==> config.mk <==
export PLATFORM = sky130hd
export DESIGN_NAME = pulse_burst_generator_flat
export DESIGN_NICKNAME = d
export VERILOG_FILES = /design/src/rtl/pulse_burst_generator_if.sv /design/src/rtl/pulse_burst_generator.sv /design/src/flat_wrapper.sv
export SDC_FILE = /design/constraint.sdc
export NUM_CORES = 1
export LEC_CHECK = 0
export CORE_MARGIN = 2
export CORE_UTILIZATION = 45
export CTS_CLUSTER_DIAMETER = 120
export DETAILED_ROUTE_END_ITERATION = 10
export PLACE_DENSITY = 0.74
export SLEW_MARGIN = 0
export SYNTH_ARGS = -nofsm -noshare
export SYNTH_HDL_FRONTEND = slang
export SYNTH_SLANG_ARGS = --single-unit
==> constraint.sdc <==
create_clock -name clk -period 3.05 [get_ports clk]
set_clock_uncertainty 0.15 [all_clocks]
set_input_delay 0.7625 -clock clk [delete_from_list [all_inputs] [get_ports clk]]
set_output_delay 0.7625 -clock clk [all_outputs]
set_load 0.01 [all_outputs]
==> src/rtl/pulse_burst_generator_if.sv <==
// Control-side bundle of the pulse burst generator:
// start/abort requests, burst configuration and status.
interface pulse_burst_generator_if #(
    parameter int CNT_W   = 16,
    parameter int BURST_W = 8
);
    logic               start;
    logic               abort;
    logic [CNT_W-1:0]   delay_cfg;
    logic [CNT_W-1:0]   width_cfg;
    logic [CNT_W-1:0]   gap_cfg;
    logic [BURST_W-1:0] count_cfg;
    logic               pulse_out;
    logic               busy;
    logic               done;
    logic               ready;

    modport master (
        output start, abort,
        output delay_cfg, width_cfg,
        output gap_cfg, count_cfg,
        input  pulse_out, busy,
        input  done, ready
    );

    modport slave (
        input  start, abort,
        input  delay_cfg, width_cfg,
        input  gap_cfg, count_cfg,
        output pulse_out, busy,
        output done, ready
    );
endinterface

==> src/rtl/pulse_burst_generator.sv <==
// Programmable pulse burst generator: delay, then N pulses
// of programmable width and gap; N=0 runs until abort.
module pulse_burst_generator #(
    parameter int CNT_W       = 16,
    parameter int BURST_W     = 8,
    parameter int RESET_DELAY = 3
) (
    input  logic clk,
    input  logic reset,
    pulse_burst_generator_if.slave bus
);
    localparam int RD_W    = $clog2(RESET_DELAY + 2);
    localparam int RD_EDGE = (RESET_DELAY == 0) ? 1 : RESET_DELAY;
    localparam logic [RD_W-1:0] RD_LAST = RD_W'(RD_EDGE - 1);

    typedef enum logic [2:0] {
        WAIT_READY,
        IDLE,
        DELAY,
        HIGH,
        GAP
    } state_t;

    state_t             state_q, state_d;
    logic [CNT_W-1:0]   cnt_q, cnt_d;
    logic [CNT_W-1:0]   wm1_q, wm1_d;
    logic [CNT_W-1:0]   gm1_q, gm1_d;
    logic [BURST_W-1:0] num_q, num_d;
    logic [BURST_W-1:0] pcnt_q, pcnt_d;
    logic [RD_W-1:0]    rd_q, rd_d;
    logic               pulse_q, pulse_d;
    logic               busy_q, busy_d;
    logic               done_q, done_d;
    logic               ready_q, ready_d;

    // Phase length minus one; a zero length behaves as one cycle.
    function automatic logic [CNT_W-1:0] len_m1(
        input logic [CNT_W-1:0] v
    );
        return (v == '0) ? '0 : v - CNT_W'(1);
    endfunction

    always_comb begin
        state_d = state_q;
        cnt_d   = cnt_q;
        wm1_d   = wm1_q;
        gm1_d   = gm1_q;
        num_d   = num_q;
        pcnt_d  = pcnt_q;
        rd_d    = rd_q;
        pulse_d = pulse_q;
        busy_d  = busy_q;
        done_d  = 1'b0;
        ready_d = ready_q;
        unique case (state_q)
            WAIT_READY: begin
                if (rd_q == RD_LAST) begin
                    ready_d = 1'b1;
                    state_d = IDLE;
                end else begin
                    rd_d = rd_q + RD_W'(1);
                end
            end
            IDLE: begin
                if (bus.start && !bus.abort) begin
                    cnt_d   = bus.delay_cfg;
                    wm1_d   = len_m1(bus.width_cfg);
                    gm1_d   = len_m1(bus.gap_cfg);
                    num_d   = bus.count_cfg;
                    pcnt_d  = '0;
                    busy_d  = 1'b1;
                    state_d = DELAY;
                end
            end
            DELAY, GAP: begin
                if (cnt_q == '0) begin
                    pulse_d = 1'b1;
                    cnt_d   = wm1_q;
                    state_d = HIGH;
                end else begin
                    cnt_d = cnt_q - CNT_W'(1);
                end
            end
            HIGH: begin
                if (cnt_q == '0) begin
                    pulse_d = 1'b0;
                    pcnt_d  = pcnt_q + BURST_W'(1);
                    // Continuous mode (num_q=0) never terminates here.
                    if (num_q != '0 &&
                        (pcnt_q + BURST_W'(1)) == num_q) begin
                        busy_d  = 1'b0;
                        done_d  = 1'b1;
                        state_d = IDLE;
                    end else begin
                        cnt_d   = gm1_q;
                        state_d = GAP;
                    end
                end else begin
                    cnt_d = cnt_q - CNT_W'(1);
                end
            end
            default: state_d = IDLE;
        endcase
        if (bus.abort && busy_q) begin
            pulse_d = 1'b0;
            busy_d  = 1'b0;
            done_d  = 1'b0;
            cnt_d   = '0;
            state_d = IDLE;
        end
    end

    always_ff @(posedge clk or negedge reset) begin
        if (!reset) begin
            state_q <= WAIT_READY;
            cnt_q   <= '0;
            wm1_q   <= '0;
            gm1_q   <= '0;
            num_q   <= '0;
            pcnt_q  <= '0;
            rd_q    <= '0;
            pulse_q <= 1'b0;
            busy_q  <= 1'b0;
            done_q  <= 1'b0;
            ready_q <= 1'b0;
        end else begin
            state_q <= state_d;
            cnt_q   <= cnt_d;
            wm1_q   <= wm1_d;
            gm1_q   <= gm1_d;
            num_q   <= num_d;
            pcnt_q  <= pcnt_d;
            rd_q    <= rd_d;
            pulse_q <= pulse_d;
            busy_q  <= busy_d;
            done_q  <= done_d;
            ready_q <= ready_d;
        end
    end

    assign bus.pulse_out = pulse_q;
    assign bus.busy      = busy_q;
    assign bus.done      = done_q;
    assign bus.ready     = ready_q;
endmodule
==> src/flat_wrapper.sv <==
// flat-port wrapper written by rule: the top's interface ports become plain ports
module pulse_burst_generator_flat 
#(
    parameter int CNT_W       = 16,
    parameter int BURST_W     = 8,
    parameter int RESET_DELAY = 3
)
  (clk, reset, bus_start, bus_abort, bus_delay_cfg, bus_width_cfg, bus_gap_cfg, bus_count_cfg, bus_pulse_out, bus_busy, bus_done, bus_ready);
  pulse_burst_generator_if #(.CNT_W(CNT_W), .BURST_W(BURST_W)) bus_i ();
  input  logic clk;
  input  logic reset;
  input wire logic [$bits(bus_i.start)-1:0] bus_start;
  input wire logic [$bits(bus_i.abort)-1:0] bus_abort;
  input wire logic [$bits(bus_i.delay_cfg)-1:0] bus_delay_cfg;
  input wire logic [$bits(bus_i.width_cfg)-1:0] bus_width_cfg;
  input wire logic [$bits(bus_i.gap_cfg)-1:0] bus_gap_cfg;
  input wire logic [$bits(bus_i.count_cfg)-1:0] bus_count_cfg;
  output wire logic [$bits(bus_i.pulse_out)-1:0] bus_pulse_out;
  output wire logic [$bits(bus_i.busy)-1:0] bus_busy;
  output wire logic [$bits(bus_i.done)-1:0] bus_done;
  output wire logic [$bits(bus_i.ready)-1:0] bus_ready;
  assign bus_i.start = bus_start;
  assign bus_i.abort = bus_abort;
  assign bus_i.delay_cfg = bus_delay_cfg;
  assign bus_i.width_cfg = bus_width_cfg;
  assign bus_i.gap_cfg = bus_gap_cfg;
  assign bus_i.count_cfg = bus_count_cfg;
  assign bus_pulse_out = bus_i.pulse_out;
  assign bus_busy = bus_i.busy;
  assign bus_done = bus_i.done;
  assign bus_ready = bus_i.ready;
  pulse_burst_generator #(.CNT_W(CNT_W), .BURST_W(BURST_W), .RESET_DELAY(RESET_DELAY)) u_core (.clk(clk), .reset(reset), .bus(bus_i));
endmodule
# --- Word-level counts from Yosys, hierarchy flattened ---
# Cells that the tools add are included.
word_totals:
  wordCells: 84
  output_inout_bits: 4
  memories: 0
  rom_bits: 0
  register_bits: 74
  latch_bits: 0
  in_bits: 60
  ram_bits: 0
op_classes:
  eq_ne: 14
  n_lt_le_gt_ge: 0
  mux: 31
  div: 0
  n_shift: 0
  n_reduce_logical: 22
  addsub: 5
  multipliers: 0
  bitwise_logic: 1
ops:
  columns: ["operator", "n"]
  rows:
  - ["2-to-1 mux 16 bit", 7]
  - ["zero test 16 bit", 3]
  - ["case mux 16 bit (3 select lines)", 1]
  - ["subtractor 16 x 1 -> 16 bit (second input constant)", 3]
  - ["2-to-1 mux 3 bit", 6]
  - ["2-to-1 mux 8 bit", 2]
  - ["case mux 8 bit (2 select lines)", 1]
  - ["inequality test 3 x 1 -> 1 bit (second input constant)", 5]
  - ["case mux 3 bit (4 select lines)", 1]
  - ["2-to-1 mux 1 bit", 11]
  - ["== test 3 x 2 -> 1 bit (second input constant)", 3]
  - ["AND reduction 3 bit", 3]
  - ["adder 8 x 1 -> 8 bit (second input constant)", 1]
  - ["== test 8 bit", 1]
  - ["AND reduction 4 bit", 2]
  - ["nonzero test 8 bit", 1]
  - ["AND reduction 2 bit", 3]
  - ["nonzero test 3 bit", 2]
  - ["inequality test 2 x 1 -> 1 bit (second input constant)", 2]
  - ["inequality test 4 bit (second input constant)", 1]
  - ["case mux 1 bit (2 select lines)", 2]
  - ["nonzero test 4 bit", 1]
  - ["adder 3 x 1 -> 3 bit (second input constant)", 1]
  - ["== test 3 x 1 -> 1 bit (second input constant)", 1]
  - ["other kinds (7)", 9]

# --- Logic depth before layout (Yosys ltp) ---
logic_depth:
  ltp_word: 7
  depth_mapped: 9

# --- Least setup slack after synthesis ---
# OpenSTA, ideal clock, no wires.
synth_timing:
  kind: "input-to-reg"
  startpoint: "input port bus_gap_cfg[0]"
  endpoint: "register u_core.gm1_q[10]"
  arrival_time_ns: 2.900
  cell_stages: 8
  required_ns: 2.768
  slack_ns: -0.133
  cell_sequence: "inv_1 -> ha_1 -> or3b_1 -> or2_1 -> or4_1 -> o41ai_2 -> clkbuf_1 -> o21ai_1"
synth_between:
  elab_chain_len: 2
  elab_cells_between_ends: 3
  cone_classes: "1 x add/sub; 1 x mux; 1 x reduce/logical"
synth_lines:
  columns: ["item", "line", "text"]
  rows:
  - ["start, declared", "flat_wrapper.sv:16", "input wire logic [$bits(bus_i.gap_cfg)-1:0] bus_gap_cfg;"]
  - ["subtractor 16 x 1 -> 16 bit / zero test 16 bit (equally long branches)", "pulse_burst_generator.sv:40", "return (v == '0) ? '0 : v - CNT_W'(1);"]
  - ["2-to-1 mux 16 bit *", "pulse_burst_generator.sv:40", null]
  - ["end signal, assigned", "pulse_burst_generator.sv:130", "gm1_q <= gm1_d;"]
  - ["end, declared", "pulse_burst_generator.sv:27", "logic [CNT_W-1:0] gm1_q, gm1_d;"]
# Every way passes the cells marked *; elsewhere a longest branch is shown, timed or not.
# A chain may end at the register's enable or synchronous reset.

# --- Worst setup path after layout ---
layout_timing:
  startpoint: "input port bus_gap_cfg[6]"
  endpoint: "register u_core.gm1_q[7]"
# Same word-level chain as after synthesis.

==> key figures <==
Logic synthesis
  – Simple-Gate Fraction of Synth Area: 0.219
  – Ys async rst share: 1.00
  – Ys Warns: 0
  – EDFF count, synth: 0
  – Adder-Cell Fraction of Synth Area: 0.0191
  – Syn Inst Count: 526
  – Post-Synth XOR/XNOR Area: 0.0687
  – #FFs+latches synth: 74
  – Syn_nets: 593
  – Cell variety after synth: 66
  – Count leader, synth: nand2_1
  – Top cells by count, synth: nand2_1, dfrtp_1, o21ai_1, nor3_1, nor2_1
  – Largest area contributor in the netlist: dfrtp_1
  – Sequential area share after synthesis: 0.404
  – Post-synthesis mux area share: 0.0401
  – Ys flop type: dfrtp_1
  – Post-synthesis compound-gate area fraction: 0.215
  – Ranking of synthesized cells by area: dfrtp_1, nand2_1, xnor2_1, o21ai_1, nor3_1
  – Post-synth top area share: 0.404
  – Mapped cell area: 4590 um^2
  – Syn avg cell area: 8.72 um^2
  – Largest family of logic cells by synthesized area: simple AND/OR/NAND/NOR gates

Critical path
  – R2R Setup Slk: 0.21 ns
  – Critical R2R Capture: u_core.cnt_q[10]$_DFFE_PN0P_
  – Kind of start point of the critical path: input port
  – CP Capture Type: flop
  – Critical Setup Path Class: input port to flop
  – Req. time, crit path: 3.13 ns
  – R2R Path Start: u_core.pcnt_q[1]$_DFFE_PN0P_
  – R2R depth: 7
  – Worst Path Arrival: 3.08 ns
  – CP max FO: 8

Finish
  – Area Growth Syn to Fin: 30.0%
  – Area of the multi-input gates: 2610 um^2
  – Filler instances: 903
  – Register Area: 1850 um^2
  – Layout cells sized above 1: 0.153
  – ANT cells: 0
  – Nets@finish: 701

Flow run
  – Max cap viols: 0

Power
  – Leakage: 2.49 nW
  – Sw Pwr: 1.95 mW
  – Sw frac: 0.414
  – Pwr Total: 4.70 mW
  – PD cells: 788 nW/um^2
  – Clock share of power: 0.165
  – VDD IR-drop max: 0.381 mV
  – Internal Dissipation: 2.75 mW
  – Combinational power share: 0.443
  – Reg power frac: 0.392

Clocking
  – Clk slew on worst S/H paths: 0.07 ns
  – Root buf cell: clkbuf_8
  – CTS Buf Count: 9
  – Latest clock arrival within the worst-skew pair: 0.35 ns
  – CTS H-tree depth: 3
  – CTS Buffer Depth: 2
  – Clock sink count: 74
  – CTS tree: built

Detailed routing
  – Drt wl/cell: 16.7 um
  – Via count: 4443
  – Initial DRC count: 313
  – Pre-Repair DR Iteration Count: 5
  – Antenna Nets Post-Route: 0
  – Vias per cell: 5.76
  – Drt drc: 0
  – Final wirelength: 12.9 mm

Timing
  – Final hold vios: 0
  – Slew Limit Headroom: 0.508
  – Crit share post-route: 0.983
  – Max Clock Freq: 334 MHz
  – Min cycle time layout: 3.00 ns
  – Worst setup margin: 0.0532 ns
  – Final Setup Violations: 0
  – Worst-Margin Slew: 0.737 ns
  – Pins Over Slew Limit: 0

Die
  – Die ar.: 11000 um^2
  – # IOs: 64
  – Die width: 105 um
  – Core area: 9820 um^2
  – Die span in y: 105 um
  – Site row count: 36
  – Initial core utilization: 0.467

Worst hold path
  – Hold Path Class: input port to async pin

Global route
  – Vias in the first global route: 4318
  – Global-route wire length before repair: 21.0 mm
  – Initial antenna violation count: 0
  – Largest net degree at the start of global routing: 75
  – Total gr overflow: 0
  – Tot GR Track Use: 0.238

Status
  – Status: finished clean

Place
  – GPL Wtd Cong: 0.898
  – PortBufs: 63
  – Post-DP HPWL: 9.80 mm
  – Pre-CTS setup slack: -0.412 ns
metrics by stage:
stage	instances	setup TNS, ns	area [um^2]	hold WS (ns)	utilization
floorplan	526	0	4610	0.298	-
global placement	755	-6.55	5740	0.310	0.584
detailed placement	755	-7.05	5740	0.313	0.584
CTS	771	0	5930	0.290	0.604
global route	772	-0.0161	5960	0.308	0.607
finish	772	0	5960	0.274	0.607
final cells by class:
cell class	count	share of cell area
clock buffer	10	0.0214
clock inverter	6	0.0113
inverter	15	0.00944
multi-input combinational	413	0.438
sequential	74	0.311
tap	133	0.0279
timing repair buffer	121	0.181
cells in the final DEF (no fill, tap or decap), types with 6 or more instances in the layout:
cell             count
ha_1                 6
nor2b_1              7
dfrtp_1             74
xnor2_1             22
clkdlybuf4s50_1     59
nand2_1             83
inv_1               15
a211oi_1             8
buf_4               57
nor4_1               9
mux2_1               7
clkbuf_8             9
mux2i_1              6
xor2_1              14
nand3_1             13
o21ai_0             22
o21ai_1             35
a22oi_1              9
nor3_1              26
a21oi_1             23
o31ai_1              6
or4_1                7
nor2_1              25
timing repair:
action,4_1_cts,5_1_grt
pin swaps,1,2
setup buffers,0,1
setup endpoints to repair,9,14
cloned,0,0
hold buffers,0,0
gates resized for setup,0,8
power groups by stage:
stage	combinational [mW]	clock, mW	sequential, mW
after floorplan	1.46	0	1.67
after global placement	2.00	0	1.82
final	2.08	0.776	1.84
after CTS	2.07	0.785	1.82
after global routing	2.31	0.826	1.89
after detailed placement	2.06	0	1.84
cell families after synthesis:
logic type | count (synthesis)
buffers and inverters | 39
AOI/OAI and AO/OA | 150
adders and majority gates | 7
xor gates and xnor gates | 36
DFF | 74
muxes | 17
and+or+nand+nor | 203
worst max-delay path by stage:
stage                   startpoint                            to  cells after the start
detailed placement  bus_gap_cfg[0]   u_core.gm1_q[7]$_DFFE_PN0P_                      9
finish              bus_gap_cfg[6]   u_core.gm1_q[7]$_DFFE_PN0P_                      7
global placement    bus_gap_cfg[0]   u_core.gm1_q[8]$_DFFE_PN0P_                      9
global route        bus_gap_cfg[6]   u_core.gm1_q[7]$_DFFE_PN0P_                      7
CTS                 bus_gap_cfg[0]   u_core.gm1_q[7]$_DFFE_PN0P_                      9
floorplan           bus_gap_cfg[0]  u_core.gm1_q[10]$_DFFE_PN0P_                      8
critical path, stage by stage:
cell	delay [ns]
clkdlybuf4s50_1	0.44
or3_4	0.41
or2_4	0.24
or4_4	0.55
o41ai_4	0.38
buf_4	0.22
o21ai_1	0.08
routing by layer:
metal,global-route usage,share of wire
met4,0.0724,0.021
met5,0,0
met2,0.383,0.47
met3,0.0443,0.057
met1,0.327,0.45
state kept, by name, indices dropped and copies added (netlist names):
register / flops
u_core.bus.busy: 1
u_core.bus.done: 1
u_core.bus.pulse_out: 1
u_core.bus.ready: 1
u_core.cnt_q: 16
u_core.gm1_q: 16
u_core.num_q: 8
u_core.pcnt_q: 8
u_core.rd_q: 3
u_core.state_q: 3
u_core.wm1_q: 16
(Power assumes the default switching activity.)
